[src/rtl/mode7_param_ctrl.sv]
// Mode7 parameter controller: shadow bank written by host/buttons, copied to the active bank during vblank.
// Latency: host write acked 1 cycle after request in IDLE; commit_done pulses 11 cycles after the vblank rise.
// Backpressure: host requests stall (no ack) outside IDLE; the one-entry button slot drops pulses while full.
// Optional build: define ANGLE_WRAP_EN to wrap every shadow angle update into [0, 360.0).
module mode7_param_ctrl #(
    parameter logic [23:0] STEP      = 24'h000100,
    parameter logic [23:0] ANIM_STEP = 24'h000080
) (
    input  logic        clk,
    input  logic        reset,
    input  logic        vblank,
    input  logic [3:0]  sel,
    input  logic        inc_pulse,
    input  logic        dec_pulse,
    input  logic        wr_req,
    input  logic [3:0]  wr_addr,
    input  logic [23:0] wr_data,
    output logic        wr_ack,
    input  logic        anim_en,
    output logic [23:0] offsetx,
    output logic [23:0] offsety,
    output logic [23:0] originx,
    output logic [23:0] originy,
    output logic [23:0] texturew,
    output logic [23:0] textureh,
    output logic [23:0] scalex,
    output logic [23:0] scaley,
    output logic [23:0] angle,
    output logic        busy,
    output logic        commit_done
);

    localparam logic [1:0] S_IDLE   = 2'd0;
    localparam logic [1:0] S_ANIM   = 2'd1;
    localparam logic [1:0] S_COMMIT = 2'd2;
    localparam logic [1:0] S_DONE   = 2'd3;

    localparam logic [3:0] IDX_LAST  = 4'd8;
    localparam logic [3:0] IDX_ANGLE = 4'd8;

    // Element 8 (angle) first, element 0 (offsetx) last.
    localparam logic [8:0][23:0] RST_BANK = {
        24'h000000, 24'h000100, 24'h000100, 24'h004000, 24'h004000,
        24'h000000, 24'h000000, 24'h000000, 24'h000000
    };

`ifdef ANGLE_WRAP_EN
    localparam logic [23:0] ANGLE_MAX = 24'h016800;

    function automatic logic [23:0] f_ang_up(input logic [23:0] a, input logic [23:0] d);
        logic [23:0] s;
        s = a + d;
        return (s >= ANGLE_MAX) ? (s - ANGLE_MAX) : s;
    endfunction

    function automatic logic [23:0] f_ang_dn(input logic [23:0] a, input logic [23:0] d);
        return (a < d) ? (a + ANGLE_MAX - d) : (a - d);
    endfunction

    function automatic logic [23:0] f_ang_host(input logic [23:0] d);
        return (d >= ANGLE_MAX) ? (d - ANGLE_MAX) : d;
    endfunction
`else
    function automatic logic [23:0] f_ang_up(input logic [23:0] a, input logic [23:0] d);
        return a + d;
    endfunction

    function automatic logic [23:0] f_ang_dn(input logic [23:0] a, input logic [23:0] d);
        return a - d;
    endfunction

    function automatic logic [23:0] f_ang_host(input logic [23:0] d);
        return d;
    endfunction
`endif

    logic [1:0]       r_state;
    logic [1:0]       w_state_nxt;
    logic [3:0]       r_cnt;
    logic             r_vblank_q;
    logic             r_wr_ack;
    logic             r_pend_vld;
    logic             r_pend_dir;   // 1 = decrement
    logic [3:0]       r_pend_sel;
    logic [8:0][23:0] r_shadow;
    logic [8:0][23:0] r_active;

    logic             w_vb_rise;
    logic             w_host_acc;
    logic             w_btn_apply;
    logic             w_anim_upd;
    logic             w_pulse_ok;
    logic [23:0]      w_cur;
    logic             w_sh_we;
    logic [3:0]       w_sh_idx;
    logic [23:0]      w_sh_dat;

    assign w_vb_rise   = vblank & ~r_vblank_q;
    // An accepted host write includes out-of-range addresses: they still consume the cycle and get acked.
    assign w_host_acc  = (r_state == S_IDLE) && wr_req && !r_wr_ack;
    assign w_btn_apply = (r_state == S_IDLE) && r_pend_vld && !w_host_acc;
    assign w_anim_upd  = (r_state == S_ANIM) && anim_en;
    assign w_pulse_ok  = (inc_pulse ^ dec_pulse) && (sel <= IDX_LAST);
    assign w_cur       = r_shadow[r_pend_sel];

    // Pick the single shadow write for this cycle: host, then pending button, then animation.
    always_comb begin
        w_sh_we  = 1'b0;
        w_sh_idx = 4'd0;
        w_sh_dat = 24'd0;
        if (w_host_acc) begin
            if (wr_addr <= IDX_LAST) begin
                w_sh_we  = 1'b1;
                w_sh_idx = wr_addr;
                w_sh_dat = (wr_addr == IDX_ANGLE) ? f_ang_host(wr_data) : wr_data;
            end
        end else if (w_btn_apply) begin
            w_sh_we  = 1'b1;
            w_sh_idx = r_pend_sel;
            if (r_pend_sel == IDX_ANGLE) begin
                w_sh_dat = r_pend_dir ? f_ang_dn(w_cur, STEP) : f_ang_up(w_cur, STEP);
            end else begin
                w_sh_dat = r_pend_dir ? (w_cur - STEP) : (w_cur + STEP);
            end
        end else if (w_anim_upd) begin
            w_sh_we  = 1'b1;
            w_sh_idx = IDX_ANGLE;
            w_sh_dat = f_ang_up(r_shadow[IDX_ANGLE], ANIM_STEP);
        end
    end

    // Next-state logic: vblank rises only start a commit from IDLE; edges seen while busy are dropped.
    always_comb begin
        w_state_nxt = r_state;
        case (r_state)
            S_IDLE:   if (w_vb_rise) w_state_nxt = S_ANIM;
            S_ANIM:   w_state_nxt = S_COMMIT;
            S_COMMIT: if (r_cnt == IDX_LAST) w_state_nxt = S_DONE;
            default:  w_state_nxt = S_IDLE;
        endcase
    end

    // State register, commit index and vblank edge history.
    always_ff @(posedge clk or posedge reset) begin
        if (reset) begin
            r_state    <= S_IDLE;
            r_cnt      <= 4'd0;
            r_vblank_q <= 1'b0;
        end else begin
            r_state    <= w_state_nxt;
            r_vblank_q <= vblank;
            r_cnt      <= (r_state == S_COMMIT) ? (r_cnt + 4'd1) : 4'd0;
        end
    end

    // Host acknowledge follows an accepted request by one cycle.
    always_ff @(posedge clk or posedge reset) begin
        if (reset) begin
            r_wr_ack <= 1'b0;
        end else begin
            r_wr_ack <= w_host_acc;
        end
    end

    // One-entry button slot: fills only when empty, clears when its update lands.
    always_ff @(posedge clk or posedge reset) begin
        if (reset) begin
            r_pend_vld <= 1'b0;
            r_pend_dir <= 1'b0;
            r_pend_sel <= 4'd0;
        end else begin
            if (w_btn_apply) begin
                r_pend_vld <= 1'b0;
            end
            if (!r_pend_vld && w_pulse_ok) begin
                r_pend_vld <= 1'b1;
                r_pend_dir <= dec_pulse;
                r_pend_sel <= sel;
            end
        end
    end

    // Shadow bank write port.
    always_ff @(posedge clk or posedge reset) begin
        if (reset) begin
            r_shadow <= RST_BANK;
        end else if (w_sh_we) begin
            r_shadow[w_sh_idx] <= w_sh_dat;
        end
    end

    // Active bank: one parameter copied per COMMIT cycle, index = commit cycle number.
    always_ff @(posedge clk or posedge reset) begin
        if (reset) begin
            r_active <= RST_BANK;
        end else if (r_state == S_COMMIT) begin
            r_active[r_cnt] <= r_shadow[r_cnt];
        end
    end

    assign wr_ack      = r_wr_ack;
    assign busy        = (r_state != S_IDLE);
    assign commit_done = (r_state == S_DONE);

    assign offsetx  = r_active[0];
    assign offsety  = r_active[1];
    assign originx  = r_active[2];
    assign originy  = r_active[3];
    assign texturew = r_active[4];
    assign textureh = r_active[5];
    assign scalex   = r_active[6];
    assign scaley   = r_active[7];
    assign angle    = r_active[8];

endmodule

[config.mk]
export PLATFORM = sky130hd
export DESIGN_NAME = mode7_param_ctrl
export DESIGN_NICKNAME = d
export VERILOG_FILES = /design/src/rtl/mode7_param_ctrl.sv
export SDC_FILE = /design/constraint.sdc
export NUM_CORES = 1
export LEC_CHECK = 0
export CORE_MARGIN = 1.5
export CORE_UTILIZATION = 35
export CTS_CLUSTER_DIAMETER = 60
export CTS_CLUSTER_SIZE = 24
export DETAILED_ROUTE_END_ITERATION = 8
export PLACE_DENSITY = 0.63
export SYNTH_ARGS = -nofsm -noshare
export SYNTH_HDL_FRONTEND = slang
export SYNTH_SLANG_ARGS = --single-unit
[constraint.sdc]
create_clock -name clk -period 31.6 [get_ports clk]
set_clock_uncertainty 0.05 [all_clocks]
set_input_delay 6.32 -clock clk [delete_from_list [all_inputs] [get_ports clk]]
set_output_delay 6.32 -clock clk [all_outputs]
set_load 0.005 [all_outputs]
==> reports/metrics.yaml, run 1 <==
p_seq_frac: 0.357
numCtsBuffers: 30
synth_top_family_by_area: "compound AO/OA/AOI/OAI gates"
p_per_area_nw_per_um2: 102
cts_resized: 0
vias: 16574
status: "finished, final reports clean"
grt_pass1_vias: 15907
p_sw_uw: 1080
wirelength_um: 65000
clockBufferDepth: 3
fp.dieW_um: 247
htreeDepth: 1
n_fill_cell: 5599
highest_layer: "met5"
firstDrtPassIters: 5
drc: 0
setup_tns_ns: 0
synthXorXnorAreaFrac: 0.00922
dpl.hpwl_um: 44500
multi_input_area_um2: 9150
vias_per_cell: 5.49
wire_per_inst_um: 21.6
initial_utilization: 0.354
leakage_uw: 0.0105
critical_path_class: "input port to register"
synth_top_area_frac: 0.525
grt_max_degree: 169
fin_area_um2: 25300
synthAdderAreaFrac: 0.0147
drive_above_1_share: 0.114
finalSetupViolCount: 0
fmax_mhz: 97.7
area_growth_pct: 21.2
clk_latency_ns: 0.62
grt_setup_unrepaired: "no"
dieArea_um2: 61200
gp_congestion: 0.921
p_clk_frac: 0.178
hold_path.class: "register to register"
maxSlewHeadroom: 0.0388
synthCells: 2042
synthDistinctLibCells: 71
wl_met2_um: 30600
final_nets: 2282
crit_path_end_kind: "register"
yosys-top-cells-area: "dfrtp_1, mux4_2, a21oi_1"
drt_iter0_drc: 1334
m1WireLength_um: 27600
row_count: 89
p_int_uw: 1490
maxCapViolations: 0
power_frac_comb: 0.465
ys_ff_latch: 446
cts_root_buf: "clkbuf_16"
synthFlopType: "dfrtp_1"
coreArea_um2: 59000
tightestPinTransition_ns: 1.44
crit_path_max_fanout: 27
ios: 258
synth_top_area_cell: "dfrtp_1"
hold_violations: 0
syn_area_um2: 20900
synth_compound_area_frac: 0.158
regArea_um2: 11200
cts.sinks: 446
cts_setup_buffers: 0
muxShareOfSynthArea: 0.130
placed_cell_area_um2: 24200
slew_viol_final: 0
finalCriticalPeriod_ns: 10.23
cts_hold_buf: 0
synth.most_common_cell: "dfrtp_1"
startpoint_type: "input port"
synth_nets: 2105
async_reset_ff_frac: 1.00
clk_pin_slew_worst_paths_ns: 0.09
grt_overflow_total: 0
die_h_um: 247
synth-simple-area-share: 0.123
met3WireLength_um: 4640
synthTopCellsByCount: "dfrtp_1, nor2_1, a21oi_1"
vdd_drop_max_v: 0.0000561
switching_share: 0.420
critical_path_required_ns: 32.06
drtAntennaViolNets: 0
antenna_found_initial: 1
worstPathArrival_ns: 10.70
syn_area_per_cell_um2: 10.2
grt_pass1_wl_um: 99000
ys_seq_area_frac: 0.535
cts_tree: "built"
port_buffers: 257
min_period_over_period: 0.324
synth-edff-count: 0
yosys_warnings: 0
grtUsageTotal: 0.210
-- cells in the final DEF (no fill, tap or decap), types with 9 or more instances in the layout --
cell type,n
a22oi_1,36
mux2i_1,50
nand3_1,15
clkbuf_16,31
xnor2_1,13
a31oi_1,12
nor2_1,307
buf_4,33
mux2_2,53
inv_1,9
a21oi_1,296
mux4_2,71
o21ai_0,203
dfrtp_1,433
xor2_1,9
clkdlybuf4s50_1,257
nand2_1,220
and2_1,10
ha_1,23
inv_8,9
-- critical path, cell delays in order --
cell             delay [ns]
clkdlybuf4s50_1        0.59
nor2b_1                0.31
nand2_1                0.41
inv_2                  0.22
and2_1                 0.83
o211ai_1               0.41
nor3_4                 0.72
buf_4                  0.47
mux2_2                 0.39
-- stage by stage --
stage | std cells | utilization | worst slack [ns] | total power (µW) | hold WS (ns)
final | 3017 | 0.429 | 21.37 | 2570 | 0.435
after floorplan | 2042 | - | 12.81 | 1630 | 0.420
after global routing | 3016 | 0.429 | 21.14 | 2730 | 0.457
after detailed placement | 2960 | 0.410 | 20.84 | 2120 | 0.420
after global placement | 2960 | 0.410 | 21.02 | 2080 | 0.410
after CTS | 3016 | 0.429 | 21.47 | 2580 | 0.440
-- cell families after synthesis --
group	after synthesis
xor gates and xnor gates	22
adders and majority gates	24
muxes	175
AOI/OAI and AO/OA	600
buffers and inverters	157
and+or+nand+nor	618
DFF	446
-- state kept, by name, indices dropped and copies added (netlist names) --
register	cells
r_pend_sel	4
offsetx	24
r_state	2
textureh	24
texturew	24
offsety	24
r_vblank_q	1
originx	24
wr_ack	1
originy	24
r_cnt	4
scalex	24
scaley	24
r_pend_vld	1
r_pend_dir	1
angle	24
r_shadow	216
-- final timing paths --
check | startpoint | endpoint | slack, ns | cells after the start
worst max-delay path | wr_req | r_shadow[23]$_DFFE_PP0P_ | 21.37 | 9
min in group asynchronous | reset | scaley[16]$_DFFE_PP0P_ | 6.22 | 2
worst min-delay path | texturew[23]$_DFFE_PP0P_ | texturew[23]$_DFFE_PP0P_ | 0.44 | 2
worst min register to register | texturew[23]$_DFFE_PP0P_ | texturew[23]$_DFFE_PP0P_ | 0.44 | 2
max in group asynchronous | reset | r_pend_sel[0]$_DFFE_PP0P_ | 22.81 | 4
worst max register to register | r_pend_sel[0]$_DFFE_PP0P_ | r_shadow[138]$_DFFE_PP0P_ | 25.95 | 12
-- power by group through the flow --
stage	Clock (µW)	Combinational (µW)	Sequential, µW
floorplan	0	759	872
global placement	0	1160	914
detailed placement	0	1190	927
CTS	465	1200	915
global route	488	1300	943
finish	457	1200	919
-- layer usage --
| layer | track usage | up-vias |
|---|---|---|
| met2 | 0.345 | 625 |
| li1 | - | 7540 |
| met4 | 0.0701 | 2 |
| met3 | 0.0328 | 118 |
| met5 | 0 | - |
| met1 | 0.283 | 8289 |
-- area by class of cell --
class,instances,share of cell area
Timing Repair Buffer,291,0.112
Multi-Input combinational cell,1439,0.361
Clock buffer,33,0.0313
Antenna cell,1,0.0000988
Tap cell,773,0.0382
Sequential cell,446,0.442
Clock inverter,23,0.0135
Inverter,11,0.00193
Note: power is estimated with default switching activity, not from simulation.
==> inputs of run 2 (changes only) <==
==> constraint.sdc (replaced) <==
create_clock -name clk -period 9.76 [get_ports clk]
set_clock_uncertainty 0.05 [all_clocks]
set_input_delay 1.952 -clock clk [delete_from_list [all_inputs] [get_ports clk]]
set_output_delay 1.952 -clock clk [all_outputs]
set_load 0.005 [all_outputs]
==> reports/metrics.yaml, run 2 (synthesized netlist as in run 1, its figures left out) <==
final_nets: 2283  # +0.044%
leakage_uw: 0.0105  # about the same
critical_path_required_ns: 10.16  # -21.90 ns
coreArea_um2: 59000  # unchanged
grtUsageTotal: 0.207  # -0.00305
grt_setup_unrepaired: "no"
fmax_mhz: 170
tightestPinTransition_ns: 1.28  # -0.160 ns
dieArea_um2: 61200  # unchanged
grt_max_degree: 141  # -17%
clk_latency_ns: 0.57  # -0.05 ns
antenna_found_initial: 1  # unchanged
area_growth_pct: 21.4
worst-r2r-cell-count: 12  # unchanged
initial_utilization: 0.354  # unchanged
slew_viol_final: 0  # unchanged
met2_usage: 0.338  # -0.00682
dp_slack_ns: 3.38  # -17.46 ns
critical_path_class: "input port to register"
vias_per_cell: 5.44  # -0.91%
vias: 16434  # -0.84%
drive_above_1_share: 0.114  # +0.000293
top_usage_layer: "met2"
row_count: 89  # unchanged
largest_reg_flops: 216  # unchanged
crit_path_end_kind: "register"
place_inst: 2957  # -0.10%
clockBufferDepth: 3  # unchanged
utilization: 0.430  # +0.000721
maxCapViolations: 0  # unchanged
use_met3: 0.0337  # +0.000973
cts_resized: 0  # unchanged
clk_pin_slew_worst_paths_ns: 0.08  # about the same
rrSetupSlack_ns: 4.34  # -21.61 ns
firstDrtPassIters: 5  # unchanged
top_register: "r_shadow"
dpl.hpwl_um: 43100  # -3.2%
startpoint_type: "input port"
hold_violations: 0  # unchanged
vdd_drop_max_v: 0.000223  # +300%
hold_depth: 2  # unchanged
antenna_cells: 0  # -1
wirelength_um: 63700  # -2.0%
setup_tns_ns: 0  # unchanged
min_period_over_period: 0.602
cts.sinks: 446  # unchanged
finalSetupViolCount: 0  # unchanged
cts_setup_buffers: 0  # unchanged
n_fill_cell: 5580  # -0.34%
p_per_area_nw_per_um2: 326  # +220%
layout_common_cells: "dfrtp_1, nor2_1, a21oi_1, clkdlybuf4s50_1, nand2_1"
timing.rr.start: "r_pend_sel[0]$_DFFE_PP0P_"
cts_tree: "built"
ios: 258  # unchanged
wire_per_inst_um: 21.1  # -2.0%
grt_overflow_total: 0  # unchanged
gp_congestion: 0.952  # +3.4%
maxSlewHeadroom: 0.146  # +0.107
fin_ws_ns: 3.89  # -17.48 ns
status: "finished, final reports clean"
hold_path.class: "register to register"
grt_pass1_vias: 16240  # +2.1%
met1_usage: 0.279  # -0.00362
die_h_um: 247  # unchanged
worstPathArrival_ns: 6.27  # -4.43 ns
finalCriticalPeriod_ns: 5.87
final_cells: 3019  # +0.066%
mostFrequentLayoutCell: "dfrtp_1"
cts_root_buf: "clkbuf_16"
holdCritStartpoint: "angle[21]$_DFFE_PP0P_"
grt_pass1_wl_um: 97700  # -1.3%
cts_hold_buf: 0  # unchanged
htreeDepth: 2  # +1
power_uw: 8270  # +220%
fp.dieW_um: 247  # unchanged
crit_path_max_fanout: 28  # +3.7%
port_buffers: 257  # unchanged
numCtsBuffers: 34  # +13%
r2r_end: "r_shadow[138]$_DFFE_PP0P_"
drt_iter0_drc: 1322  # -0.90%
min_to: "angle[21]$_DFFE_PP0P_"
drtAntennaViolNets: 0  # unchanged
drc: 0  # unchanged
-- run 2: cell count changes in the layout (fill, tap and decap cells not counted), moves of 2 or more --
cell | previous run | this run
bufinv_16 | 4 | 1
inv_6 | 2 | 6
inv_8 | 9 | 2
buf_4 | 33 | 29
clkinv_8 | 1 | 4
clkbuf_16 | 31 | 34
clkbuf_8 | 1 | 4
inv_12 | 2 | 4
-- run 2: how the worst max path moves through the flow --
stage / startpoint / to / slack (ns) / cells past startpoint
global route: wr_req / r_shadow[214]$_DFFE_PP0P_ / 3.58 / 11
finish: wr_req / r_shadow[23]$_DFFE_PP0P_ / 3.89 / 9
detailed placement: wr_req / r_shadow[8]$_DFFE_PP0P_ / 3.38 / 9
global placement: wr_req / r_shadow[214]$_DFFE_PP0P_ / 3.58 / 11
CTS: wr_req / r_shadow[8]$_DFFE_PP0P_ / 3.99 / 9
floorplan: reset / angle[0]$_DFFE_PP0P_ / 1.74 / 1
-- run 2: layout make-up --
cell class,count,area [µm²],share of cell area
Clock buffer,40,913,0.0360
Multi-Input combinational cell,1439,9140,0.360
Tap cell,773,967,0.0381
Timing Repair Buffer,288,2830,0.112
Inverter,11,45.0,0.00178
Sequential cell,446,11200,0.441
Clock inverter,22,285,0.0112
-- run 2: power breakdown --
| group | internal, µW | switching [µW] |
|---|---|---|
| Combinational | 1630 | 2080 |
| Clock | 749 | 765 |
| Sequential | 2460 | 592 |
-- run 2: per-stage QoR --
stage,cell area [µm²],hold WS [ns]
floorplan,20900,0.420
global placement,24200,0.410
detailed placement,24200,0.419
CTS,25400,0.438
global route,25400,0.445
finish,25400,0.432
-- run 2: critical path: stages --
cell and delay, ns:
clkdlybuf4s50_1 0.51, nor2b_1 0.28, nand2_1 0.42, inv_2 0.23
and2_1 0.85, o211ai_1 0.41, nor3_4 0.76, buf_4 0.46
mux2_2 0.37
-- run 2: layer usage --
metal	vias to the layer above	wire [µm]
met5	-	0
met2	649	30000
met3	118	4490
met4	0	1830
li1	7549	-
met1	8118	27400
==> inputs of run 3 (changes only) <==
--- a/config.mk
+++ b/config.mk
@@ -10,7 +10,7 @@
 export CTS_CLUSTER_DIAMETER = 60
 export CTS_CLUSTER_SIZE = 24
 export DETAILED_ROUTE_END_ITERATION = 8
-export PLACE_DENSITY = 0.63
+export PLACE_DENSITY = 0.66
 export SYNTH_ARGS = -nofsm -noshare
 export SYNTH_HDL_FRONTEND = slang
 export SYNTH_SLANG_ARGS = --single-unit
==> constraint.sdc (replaced) <==
create_clock -name clk -period 4.9 [get_ports clk]
set_clock_uncertainty 0.05 [all_clocks]
set_input_delay 0.98 -clock clk [delete_from_list [all_inputs] [get_ports clk]]
set_output_delay 0.98 -clock clk [all_outputs]
set_load 0.005 [all_outputs]
==> reports/metrics.yaml, run 3 (synthesized netlist as in run 1, its figures left out) <==
critical_path_class: "register to register"
grt_max_degree: 161  # +14%
cts_resized: 0  # unchanged
clockBufferDepth: 3  # unchanged
met1_usage: 0.270  # -0.00954
vias_per_cell: 5.49  # +0.81%
cts.sinks: 446  # unchanged
grt_setup_unrepaired: "no"
top_usage_layer: "met2"
htreeDepth: 1  # -1
layout_common_cells: "dfrtp_1, nor2_1, a21oi_1, clkdlybuf4s50_1, nand2_1"
row_count: 89  # unchanged
cts_hold_buf: 0  # unchanged
dieArea_um2: 61200  # unchanged
hold_path.class: "register to register"
final_nets: 2314  # +1.4%
firstDrtPassIters: 5  # unchanged
max_stage_delay_ns: 0.70  # -0.15 ns
r2r_end: "r_shadow[212]$_DFFE_PP0P_"
crit_path_end_kind: "register"
top_register: "r_shadow"
worstPathArrival_ns: 4.82  # -1.45 ns
cp-startpoint: "r_pend_sel[0]$_DFFE_PP0P_"
grt_pass1_wl_um: 98700  # +1.1%
critPathSlowestCell: "dfrtp_4"
multi_input_area_um2: 9150  # about the same
n_fill_cell: 5572  # -0.14%
die_h_um: 247  # unchanged
gp_congestion: 0.963  # +1.2%
antenna_cells: 0  # unchanged
finalCriticalPeriod_ns: 4.40
coreArea_um2: 59000  # unchanged
vdd_drop_max_v: 0.000314  # +41%
numCtsBuffers: 27  # -21%
drtAntennaViolNets: 0  # unchanged
tightestPinTransition_ns: 1.30  # +0.0163 ns
hold_violations: 0  # unchanged
leakage_uw: 0.0105  # +0.39%
clk_pin_slew_worst_paths_ns: 0.10  # +0.02 ns
p_per_area_nw_per_um2: 640  # +96%
startpoint_type: "register"
wire_per_inst_um: 21.1  # +0.14%
antenna_found_initial: 3  # +2
holdWs_ns: 0.434  # +0.00249 ns
grtUsageTotal: 0.207  # +0.000734
timing.rr.start: "r_pend_sel[0]$_DFFE_PP0P_"
worst-path-stages: 12  # +3
slew_viol_final: 0  # unchanged
fmax_mhz: 227
drc: 0  # unchanged
initial_utilization: 0.354  # unchanged
dpl.hpwl_um: 45300  # +5.1%
grt_pass1_vias: 16484  # +1.5%
met2_usage: 0.347  # +0.00879
maxCapViolations: 0  # unchanged
crit_path_max_fanout: 20  # -29%
fin_ws_ns: 0.496  # -3.39 ns
status: "finished, final reports clean"
grt_overflow_total: 0  # unchanged
use_met3: 0.0340  # +0.000216
crit_chain: "buf_4, mux4_2, mux2i_1, o21ai_0, ha_1, o21a_1, o31a_1, o41ai_1, a21oi_1, or3_1, a32oi_2, o221ai_1"
port_buffers: 257  # unchanged
clk_latency_ns: 0.60  # +0.03 ns
largest_reg_flops: 216  # unchanged
cp_num_buf_inv: 1  # -2
ios: 258  # unchanged
drt_iter0_drc: 1199  # -9.3%
vias: 16710  # +1.7%
worst-r2r-cell-count: 12  # unchanged
regArea_um2: 11200  # unchanged
fp.dieW_um: 247  # unchanged
cts_tree: "built"
cts_setup_buffers: 0  # unchanged
cp-endpoint: "r_shadow[212]$_DFFE_PP0P_"
drive_above_1_share: 0.124  # +0.00925
mostFrequentLayoutCell: "dfrtp_1"
finalSetupViolCount: 0  # unchanged
min_period_over_period: 0.899
rrSetupSlack_ns: 0.50  # -3.84 ns
area_growth_pct: 21.5  # about the same
critical_path.top_delay_family: "compound AO/OA/AOI/OAI gates"
maxSlewHeadroom: 0.135  # -0.0109
wirelength_um: 64400  # +1.0%
cts_root_buf: "clkbuf_16"
critical_path_required_ns: 5.32  # -4.84 ns
dp_slack_ns: 0.552  # -2.83 ns
## run 3: cell count changes in the layout (fill, tap and decap cells not counted), moves of 3 or more
cell and delta:
clkbuf_1 +3, clkbuf_16 -7, clkbuf_8 -3, inv_12 -4, buf_4 +37, inv_6 -3
## run 3: per-layer routing
layer / vias up / wire length, µm
met2: 655 / 30500
met5: - / 39
met1: 8306 / 26800
li1: 7598 / -
met4: 6 / 2420
met3: 145 / 4610
## run 3: worst min-delay path by stage
stage,startpoint,endpoint,slack [ns],depth (start not counted)
finish,texturew[1]$_DFFE_PP0P_,texturew[1]$_DFFE_PP0P_,0.43,2
detailed placement,texturew[1]$_DFFE_PP0P_,texturew[1]$_DFFE_PP0P_,0.42,2
global placement,scaley[10]$_DFFE_PP0P_,scaley[10]$_DFFE_PP0P_,0.41,2
CTS,scalex[8]$_DFFE_PP1P_,scalex[8]$_DFFE_PP1P_,0.44,2
floorplan,scalex[8]$_DFFE_PP1P_,scalex[8]$_DFFE_PP1P_,0.42,2
global route,texturew[11]$_DFFE_PP0P_,texturew[11]$_DFFE_PP0P_,0.45,2
## run 3: layout make-up
| cell class | instances | area share |
|---|---|---|
| flip-flops and latches | 446 | 0.441 |
| multi-input cells | 1439 | 0.360 |
| repair buffers | 326 | 0.123 |
| well taps | 773 | 0.0381 |
| clock buffers | 33 | 0.0279 |
| clock inverters | 17 | 0.00799 |
| inverters | 11 | 0.00177 |
## run 3: tightest hold or removal path, cell delays in order, from the launching register on
cell	delay, ns
dfrtp_1	0.35
nand2_1	0.05
o21ai_0	0.06
## run 3: where the power goes
| part | internal (µW) | leakage, µW | switching, µW |
|---|---|---|---|
| sequential | 4900 | 0.00575 | 1200 |
| clock | 1140 | 0.000436 | 1360 |
| combinational | 3390 | 0.00434 | 4240 |
| total | 9430 | 0.0105 | 6800 |
## run 3: stage by stage
stage,setup TNS [ns],cells,total power [µW],util,instance area (µm²)
after global placement,0,2995,13500,0.415,24500
after global routing,0,3045,17300,0.430,25400
after CTS,0,3045,16200,0.430,25400
final,0,3045,16200,0.430,25400
after floorplan,-946.73,2042,10500,-,20900
after detailed placement,0,2995,13700,0.415,24500
